## src/rtl/dac_pkg.sv

```systemverilog
// Shared types and constants for the DAC sample packer: FSM state encoding,
// channel count and sample/packet widths.
package dac_pkg;

  localparam int unsigned CH_NUM = 8;
  localparam int unsigned SMP_W  = 16;
  localparam int unsigned PKT_W  = 32;

  typedef enum logic [1:0] {
    IDLE  = 2'd0,
    ALIGN = 2'd1,
    RUN   = 2'd2
  } state_e;

  typedef logic [SMP_W-1:0] smp_t;
  typedef logic [PKT_W-1:0] pkt_t;

  // Later sample goes to the upper half of the packed word.
  function automatic pkt_t pack_pair(input smp_t hi, input smp_t lo);
    return {hi, lo};
  endfunction

endpackage

```

## src/rtl/dac_lane_pack.sv

```systemverilog
// One channel of the packer: holds the first (low) sample of a pair and the
// packed output word; optionally substitutes a per-lane ramp value.
module dac_lane_pack
  import dac_pkg::*;
#(
  parameter int unsigned LANE = 0
) (
  input  logic             clk_i,
  input  logic             rst_n_i,
  input  logic             cap_lo_i,
  input  logic             pack_i,
  input  logic             clr_i,
  input  logic             ramp_en_i,
  input  logic [SMP_W-1:0] ramp_base_i,
  input  logic [SMP_W-1:0] din_i,
  output logic [PKT_W-1:0] dout_o
);

  smp_t lo_q, lo_d;
  pkt_t out_q, out_d;
  smp_t ramp_lo;

  assign ramp_lo = ramp_base_i + smp_t'(LANE);

  always_comb begin
    lo_d  = lo_q;
    out_d = out_q;
    if (cap_lo_i) begin
      lo_d = din_i;
    end
    if (clr_i) begin
      out_d = '0;
    end else if (pack_i) begin
      out_d = ramp_en_i ? pack_pair(ramp_lo + smp_t'(1), ramp_lo)
                        : pack_pair(din_i, lo_q);
    end
  end

  always_ff @(posedge clk_i or negedge rst_n_i) begin
    if (!rst_n_i) begin
      lo_q  <= '0;
      out_q <= '0;
    end else begin
      lo_q  <= lo_d;
      out_q <= out_d;
    end
  end

  assign dout_o = out_q;

endmodule

```

## src/rtl/dac_sample_packer.sv

```systemverilog
// Packs pairs of 16-bit samples per channel into 32-bit DAC words with an
// IDLE/ALIGN/RUN startup FSM, gap/overrun detection. Optional test ramp: DAC_PACKER_RAMP_EN.
module dac_sample_packer
  import dac_pkg::*;
#(
  parameter int unsigned SETTLE_CNT = 4,
  parameter int unsigned GAP_MAX    = 2
) (
  input  logic        clk_250m,
  input  logic        rst_250m_n,
  input  logic        tx_en,
  input  logic        dac_ready,
  input  logic        valid,
  input  logic [15:0] din0,
  input  logic [15:0] din1,
  input  logic [15:0] din2,
  input  logic [15:0] din3,
  input  logic [15:0] din4,
  input  logic [15:0] din5,
  input  logic [15:0] din6,
  input  logic [15:0] din7,
  output logic        dout_valid,
  output logic [31:0] dout0,
  output logic [31:0] dout1,
  output logic [31:0] dout2,
  output logic [31:0] dout3,
  output logic [31:0] dout4,
  output logic [31:0] dout5,
  output logic [31:0] dout6,
  output logic [31:0] dout7,
  output logic [15:0] frame_cnt,
  output logic        underflow,
  output logic        overrun,
  input  logic        err_clr,
  output logic [1:0]  state
`ifdef DAC_PACKER_RAMP_EN
  ,
  input  logic        ramp_sel
`endif
);

  state_e      state_q, state_d;
  logic        phase_q, phase_d;
  logic [3:0]  settle_q, settle_d;
  logic [2:0]  gap_q, gap_d;
  logic [15:0] frame_cnt_q, frame_cnt_d;
  logic        dv_q, dv_d;
  logic        uf_q, uf_d;
  logic        ov_q, ov_d;
  logic        valid_prev_q, valid_prev_d;

  logic        link_ok;
  logic        cap_lo, pack, clr, enter_run;
  logic        uf_set, ov_set;
  logic        ramp_en;
  smp_t        ramp_base;

  assign link_ok = tx_en && dac_ready;

  always_comb begin
    state_d     = state_q;
    phase_d     = phase_q;
    settle_d    = settle_q;
    gap_d       = gap_q;
    frame_cnt_d = frame_cnt_q;
    dv_d        = 1'b0;
    cap_lo      = 1'b0;
    pack        = 1'b0;
    clr         = 1'b0;
    enter_run   = 1'b0;
    uf_set      = 1'b0;

    // Link loss overrides every other transition; partial word is dropped.
    if (!link_ok) begin
      state_d  = IDLE;
      phase_d  = 1'b0;
      settle_d = '0;
      gap_d    = '0;
      clr      = 1'b1;
    end else begin
      case (state_q)
        IDLE: begin
          state_d  = ALIGN;
          phase_d  = 1'b0;
          settle_d = '0;
          gap_d    = '0;
        end
        ALIGN: begin
          if (valid) begin
            if (settle_q == 4'(SETTLE_CNT - 1)) begin
              state_d   = RUN;
              settle_d  = '0;
              phase_d   = 1'b0;
              gap_d     = '0;
              enter_run = 1'b1;
            end else begin
              settle_d = settle_q + 4'd1;
            end
          end
        end
        RUN: begin
          if (valid) begin
            gap_d = '0;
            if (!phase_q) begin
              cap_lo  = 1'b1;
              phase_d = 1'b1;
            end else begin
              pack        = 1'b1;
              dv_d        = 1'b1;
              frame_cnt_d = frame_cnt_q + 16'd1;
              phase_d     = 1'b0;
            end
          end else if (gap_q == 3'(GAP_MAX)) begin
            uf_set   = 1'b1;
            state_d  = ALIGN;
            phase_d  = 1'b0;
            gap_d    = '0;
            settle_d = '0;
          end else begin
            gap_d = gap_q + 3'd1;
          end
        end
        default: begin
          state_d  = IDLE;
          phase_d  = 1'b0;
          settle_d = '0;
          gap_d    = '0;
          clr      = 1'b1;
        end
      endcase
    end

    ov_set       = valid && valid_prev_q && (state_q == ALIGN || state_q == RUN);
    valid_prev_d = valid && (state_q != IDLE);
    // A new error event takes priority over a simultaneous clear.
    uf_d = uf_set ? 1'b1 : (err_clr ? 1'b0 : uf_q);
    ov_d = ov_set ? 1'b1 : (err_clr ? 1'b0 : ov_q);
  end

  always_ff @(posedge clk_250m or negedge rst_250m_n) begin
    if (!rst_250m_n) begin
      state_q      <= IDLE;
      phase_q      <= 1'b0;
      settle_q     <= '0;
      gap_q        <= '0;
      frame_cnt_q  <= '0;
      dv_q         <= 1'b0;
      uf_q         <= 1'b0;
      ov_q         <= 1'b0;
      valid_prev_q <= 1'b0;
    end else begin
      state_q      <= state_d;
      phase_q      <= phase_d;
      settle_q     <= settle_d;
      gap_q        <= gap_d;
      frame_cnt_q  <= frame_cnt_d;
      dv_q         <= dv_d;
      uf_q         <= uf_d;
      ov_q         <= ov_d;
      valid_prev_q <= valid_prev_d;
    end
  end

`ifdef DAC_PACKER_RAMP_EN
  smp_t ramp_q, ramp_d;

  always_comb begin
    ramp_d = ramp_q;
    if (enter_run) begin
      ramp_d = '0;
    end else if (pack) begin
      ramp_d = ramp_q + smp_t'(2);
    end
  end

  always_ff @(posedge clk_250m or negedge rst_250m_n) begin
    if (!rst_250m_n) begin
      ramp_q <= '0;
    end else begin
      ramp_q <= ramp_d;
    end
  end

  assign ramp_en   = ramp_sel;
  assign ramp_base = ramp_q;
`else
  assign ramp_en   = 1'b0;
  assign ramp_base = '0;
`endif

  logic [SMP_W-1:0] din_a  [CH_NUM];
  logic [PKT_W-1:0] dout_a [CH_NUM];

  assign din_a[0] = din0;
  assign din_a[1] = din1;
  assign din_a[2] = din2;
  assign din_a[3] = din3;
  assign din_a[4] = din4;
  assign din_a[5] = din5;
  assign din_a[6] = din6;
  assign din_a[7] = din7;

  for (genvar k = 0; k < CH_NUM; k++) begin : g_lane
    dac_lane_pack #(
      .LANE(k)
    ) u_lane (
      .clk_i       (clk_250m),
      .rst_n_i     (rst_250m_n),
      .cap_lo_i    (cap_lo),
      .pack_i      (pack),
      .clr_i       (clr),
      .ramp_en_i   (ramp_en),
      .ramp_base_i (ramp_base),
      .din_i       (din_a[k]),
      .dout_o      (dout_a[k])
    );
  end

  assign dout0 = dout_a[0];
  assign dout1 = dout_a[1];
  assign dout2 = dout_a[2];
  assign dout3 = dout_a[3];
  assign dout4 = dout_a[4];
  assign dout5 = dout_a[5];
  assign dout6 = dout_a[6];
  assign dout7 = dout_a[7];

  assign dout_valid = dv_q;
  assign frame_cnt  = frame_cnt_q;
  assign underflow  = uf_q;
  assign overrun    = ov_q;
  assign state      = state_q;

endmodule

```

## config.mk

```make
export PLATFORM = sky130hd
export DESIGN_NAME = dac_sample_packer
export DESIGN_NICKNAME = d
export VERILOG_FILES = /design/src/rtl/dac_pkg.sv /design/src/rtl/dac_lane_pack.sv /design/src/rtl/dac_sample_packer.sv
export SDC_FILE = /design/constraint.sdc
export NUM_CORES = 1
export LEC_CHECK = 0
export ABC_CLOCK_PERIOD_IN_PS = 6500
export CAP_MARGIN = 20
export CORE_MARGIN = 2
export CORE_UTILIZATION = 30
export CTS_CLUSTER_DIAMETER = 30
export DETAILED_ROUTE_END_ITERATION = 7
export DONT_BUFFER_PORTS = 1
export PLACE_DENSITY = 0.42
export SLEW_MARGIN = 15
export SYNTH_ARGS = -nofsm -noshare
export SYNTH_HDL_FRONTEND = slang
export SYNTH_HIERARCHICAL = 1
export SYNTH_SLANG_ARGS = --single-unit
```

## constraint.sdc

```tcl
create_clock -name clk_250m -period 6.5 [get_ports clk_250m]
set_input_delay 0.325 -clock clk_250m [delete_from_list [all_inputs] [get_ports clk_250m]]
set_output_delay 0.325 -clock clk_250m [all_outputs]
set_load 0.02 [all_outputs]
```

# Word level (Yosys, flattened, before mapping)
# Cells that the tools add are included.
[word_totals]
register_bits = 414
input_bits = 134
elab_cells = 110
[op_classes]
n_addsub = 3
n_eq_ne = 9
n_mux = 57
n_reduce_logical = 16
[ops]
columns = ["operator", "n"]
rows = [
  ["two-way mux 32 bit", 16],
  ["two-way mux 1 bit", 22],
  ["two-way mux 4 bit", 5],
  ["adder 16 x 1 -> 16 bit, second input constant", 1],
  ["two-way mux 3 bit", 5],
  ["inequality test 3 bit, second input constant", 4],
  ["two-way mux 2 bit", 5],
  ["one-hot mux 4 bit (2 select lines)", 1],
  ["AND reduction 4 bit", 2],
  ["nonzero test 2 bit", 4],
  ["one-hot mux 2 bit (3 select lines)", 1],
  ["one-hot mux 3 bit (2 select lines)", 1],
  ["AND reduction 3 bit", 2],
  ["adder 4 x 1 -> 4 bit, second input constant", 1],
  ["== test 4 x 2 -> 1 bit, second input constant", 1],
  ["logical AND 1 bit", 4],
  ["inequality test 4 bit, second input constant", 1],
  ["adder 3 x 1 -> 3 bit, second input constant", 1],
  ["== test 3 x 2 -> 1 bit, second input constant", 1],
  ["OR reduction 3 bit", 1],
  ["== test 2 x 1 -> 1 bit, second input constant", 1],
  ["== test 2 bit, second input constant", 1],
  ["zero test 2 bit", 1],
  ["one-hot mux 1 bit (2 select lines)", 1],
  ["2 further kinds", 2],
]

# Depth between registers and ports, before layout
[logic_depth]
ltp_word = 6
mapped_depth = 11

# By module
# Netlist, hierarchy kept.
[modules_own_cells]
columns = ["mod", "n_inst", "cells_per_inst", "area_per_inst_um2"]
rows = [
  ["dac_lane_pack (g_lane[1].u_lane)", 1, 326, 3209.3],
  ["dac_lane_pack (g_lane[3].u_lane)", 1, 307, 3016.6],
  ["dac_lane_pack (g_lane[2].u_lane)", 1, 303, 3012.9],
  ["dac_lane_pack (g_lane[5].u_lane)", 1, 316, 3007.9],
  ["dac_lane_pack (g_lane[7].u_lane)", 1, 311, 2984.1],
  ["dac_lane_pack (g_lane[4].u_lane)", 1, 306, 2967.8],
  ["dac_lane_pack (g_lane[6].u_lane)", 1, 295, 2917.8],
  ["dac_lane_pack (g_lane[0].u_lane)", 1, 239, 2526.2],
  ["dac_sample_packer", 1, 153, 1547.7],
]

# Least setup slack after synthesis
# No wires, ideal clock.
[synth_timing]
kind = "register to register"
start = "register state_q[0], in the netlist state[0]"
end = "register g_lane[6].u_lane.out_q[10]"
setup_time_ns = 0.132
t_arrival_ns = 2.836
required_ns = 6.368
path_slack_ns = 3.532
stages_incl_launch_ff = 10
period_less_slack_ns = 2.968
path_cell_list = "dfrtp_1 inv_1 ha_1 buf_2 nand4_4 nor2_1 clkbuf_1 buf_1 mux2i_1 nor2_1"
[synth_between]
word_cells_on_any_way = 10
[synth_rtl]
columns = ["element", "line_no", "source"]
rows = [
  ["start, declared", "dac_sample_packer.sv:42", "state_e state_q, state_d;"],
  ["start signal, assigned", "dac_sample_packer.sv:152", "state_q <= state_d;"],
  ["== test 2 bit", "-", ""],
  ["two-way mux 1 bit (2 in series)", "-", ""],
  ["via dv_d", "dac_sample_packer.sv:47", "logic dv_q, dv_d;"],
  ["nonzero test 2 bit (no source line)", "-", ""],
  ["end signal, assigned", "dac_lane_pack.sv:45", "out_q <= out_d;"],
  ["end, declared", "dac_lane_pack.sv:20", "pkt_t out_q, out_d;"],
]
# The timed path passes the listed nets, and every way through them passes these cells.
# A chain may end at the register's enable or synchronous reset.

# Worst setup path after layout
[layout_timing]
start = "register state_q[0], in the netlist state[0]"
end = "register g_lane[1].u_lane.out_q[26]"
[layout_between]
word_cells_on_any_way = 10
[layout_rtl]
columns = ["element", "line_no"]
rows = [
  ["== test 2 bit", "-"],
  ["two-way mux 1 bit (2 in series)", "-"],
  ["via dv_d", "dac_sample_packer.sv:47"],
  ["nonzero test 2 bit (no source line)", "-"],
  ["end signal, assigned", "dac_lane_pack.sv:45"],
  ["end, declared", "dac_lane_pack.sv:20"],
]
# The timed path passes the listed nets, and every way through them passes these cells.

==> flow_summary.ini <==
[sta]
hold-worst-slack_ns = -0.672
setup_viol = 0
finalSetupTns_ns = 0
slew_headroom_pct = 12.1
hold_viol_final = 414
finalMaxSlewViolations = 0
clock_skew_ns = 0.0194
tightest_slew_ns = 1.32
finalCriticalPeriod_ns = 3.41
max_freq_mhz = 293
rsz0062_at_grt = no
fin_crit_sh_pct = 52.5

[floorplanning]
coreArea_mm2 = 0.0834
rows = 106
start_util_pct = 30.2
ioPinCount = 411
die-area_mm2 = 0.0863
die_h_um = 294
die_w_um = 294

[pwr]
powerDensity_mw_per_mm2 = 278
vdd_drop_max_mv = 0.212
p_leak_nw = 14.2
seqPwrFrac_pct = 27.9
p_sw_mw = 2.22
sw_frac_of_total_pct = 23.9
pwr-share-comb_pct = 6.6
clkPwrFrac_pct = 65.6
p_int_mw = 7.08

[detailed_routing]
num_vias = 20300
drtIter0Drc = 853
dr.pass1.iters = 5
wl_um = 76700
ant_nets = 0
post_drt_wl_per_cell_um = 17.6
route.detailed.drc = 0
post_drt_via_cell_ratio = 4.67

[clock_network]
clock_sinks = 414
cts_tree = yes
clock_path_buffers = 3
cts_resized = 0
numCtsBuffers = 130
cts_root_buffer = clkbuf_16
cts-hold-fix-buffers = 134
h-tree-depth = 4
insertion_delay_ns = 0.71
clk_pin_slew_ns = 0.04
cts_setup_buffers = 0

[worst_setup_path]
r2r_start = state[0]
crit_type = register to register
r2r_end = g_lane[1].u_lane/dout_o[26]
r2r_cells = 9
crit_required_ns = 7.03
startpoint_type = register
r2r_setup_slack_ns = 3.09
critPathMaxFanout = 135
cp-end-kind = register
critical_path_arrival_ns = 3.95

[yosys]
async_flop_share_pct = 100
synth.avg_cell_area_um2 = 9.86
synth-seq-cells = 414
yosys_warnings = 6
synthesis.instances = 2556
synth_cell_types = 127
synth_ff_type = dfrtp_1
yosysSeqAreaShare_pct = 41.1
synth-edff-count = 0
syn_area_mm2 = 0.0252

[grt]
antenna_found_initial = 3
grt_pass1_wl_um = 121000
grt_max_degree = 415
grt_pass1_vias = 20400
grt_use_total_pct = 17.7
grt_overflow = 0

[cells_and_area]
final_cell_mix = conb_1, dfrtp_1, nor2_1
drive_gt1_share_pct = 14.2
area_growth_pct = 32.9
fin_util_pct = 40.1
fin_nets = 3332
mostFrequentLayoutCell = conb_1

[status]
status = finished with violations
failed_checks = negative hold slack

[place]
hpwlAfterDp_um = 51800
buffer_ports.inserted = 0
gp_congestion = 0.816

[worst_hold_path]
hold_class = input pin to asynchronous set/reset pin

[job]
maxCapViolCount = 0
worst max-delay path, cell delays in order, from the launching register on:
cell and delay (ns):
dfrtp_1 0.49, inv_1 0.13, ha_1 0.35, nand4_4 0.27, nor2_4 0.43, buf_12 0.54
inv_1 0.36, or3_1 0.38, o21ai_0 0.08, a311oi_1 0.08
worst max-delay path by stage:
stage / start / end / slack, ns / cells after the start
6_report: state[0] / g_lane[1].u_lane/dout_o[26] / 3.09 / 9
5_1_grt: state[0] / g_lane[3].u_lane/dout_o[28] / 2.79 / 9
4_1_cts: state[0] / g_lane[3].u_lane/dout_o[28] / 3.07 / 9
3_5_place_dp: state[0] / g_lane[1].u_lane/dout_o[28] / 3.14 / 9
3_3_place_gp: state[0] / g_lane[3].u_lane/dout_o[28] / 3.20 / 9
2_1_floorplan: state[0] / g_lane[6].u_lane/dout_o[10] / 3.53 / 9
cells in the mapped netlist (12+ instances only):
library cell | instances | area share (%)
a211oi_1 | 110 | 3.3
a21o_1 | 14 | 0.42
a21oi_1 | 138 | 2.7
a311oi_1 | 12 | 0.42
a31oi_1 | 30 | 0.75
and3_1 | 16 | 0.40
buf_1 | 28 | 0.42
buf_2 | 27 | 0.54
buf_4 | 12 | 0.36
clkbuf_1 | 104 | 1.5
dfrtp_1 | 414 | 41
ha_1 | 27 | 1.3
inv_1 | 54 | 0.80
mux2_2 | 134 | 6.0
mux2i_1 | 180 | 7.2
nand2_1 | 80 | 1.2
nand2b_1 | 28 | 0.70
nand3_1 | 49 | 0.97
nand3b_1 | 17 | 0.51
nand4_1 | 31 | 0.77
nor2_1 | 348 | 5.2
nor2b_1 | 51 | 1.3
nor3_1 | 43 | 0.85
nor3b_1 | 13 | 0.39
nor4_1 | 37 | 0.92
o21ai_0 | 59 | 1.2
o22ai_1 | 22 | 0.55
o32ai_1 | 13 | 0.45
or3_1 | 17 | 0.42
xnor2_1 | 110 | 3.8
xor2_1 | 67 | 2.3
metrics by stage:
stage | worst slack, ns | area, um^2 | instances | total power, mW
floorplan | 3.53 | 27200 | 3080 | 3.07
global placement | 3.20 | 27800 | 3985 | 3.07
detailed placement | 3.14 | 27800 | 3985 | 3.07
CTS | 3.07 | 33500 | 4346 | 9.35
global route | 2.79 | 33500 | 4346 | 9.68
finish | 3.09 | 33500 | 4348 | 9.30
power by group through the flow:
stage          Clock, mW  Combinational [mW]  Sequential (mW)
6_report            6.10               0.610             2.59
5_1_grt             6.40               0.687             2.59
4_1_cts             6.23               0.530             2.59
3_5_place_dp           0               0.445             2.63
3_3_place_gp           0               0.444             2.63
2_1_floorplan          0               0.444             2.63
final cells by class:
class	instances	area [um^2]
Clock inverter	45	584
Clock buffer	182	3740
Fill cell	8290	50000
Multi-Input combinational cell	2425	15700
Inverter	57	214
Timing Repair Buffer	143	1470
Sequential cell	414	10400
Antenna cell	2	5.00
Tap cell	1080	1350
cells by family (layout without fill, tap and decap cells):
family                     count (synthesis)  count (layout)  synth area share, %
AOI/OAI and AO/OA                        511             511                 14.3
xor gates and xnor gates                 180             180                 6.35
adders and majority gates                 27              27                 1.34
buffers and inverters                    241             427                 4.24
DFF                                      414             414                 41.1
muxes                                    314             314                 13.1
other                                      1             527               0.0149
and+or+nand+nor                          868             868                 19.4
state kept, by name, indices dropped and copies added (netlist names):
register              count
g_lane.u_lane/dout_o    256
g_lane.u_lane/lo_q      128
frame_cnt                16
settle_q                  4
gap_q                     3
state                     2
dout_valid                1
overrun                   1
phase_q                   1
underflow                 1
valid_prev_q              1
routing by layer:
| metal | global-route usage (%) | part of all wire [%] |
|---|---|---|
| met1 | 21.8 | 43 |
| met2 | 28.4 | 47 |
| met3 | 6.39 | 7.4 |
| met4 | 6.57 | 2.5 |
| met5 | 0 | 0.036 |
Power figures use the tool's default switching activity.
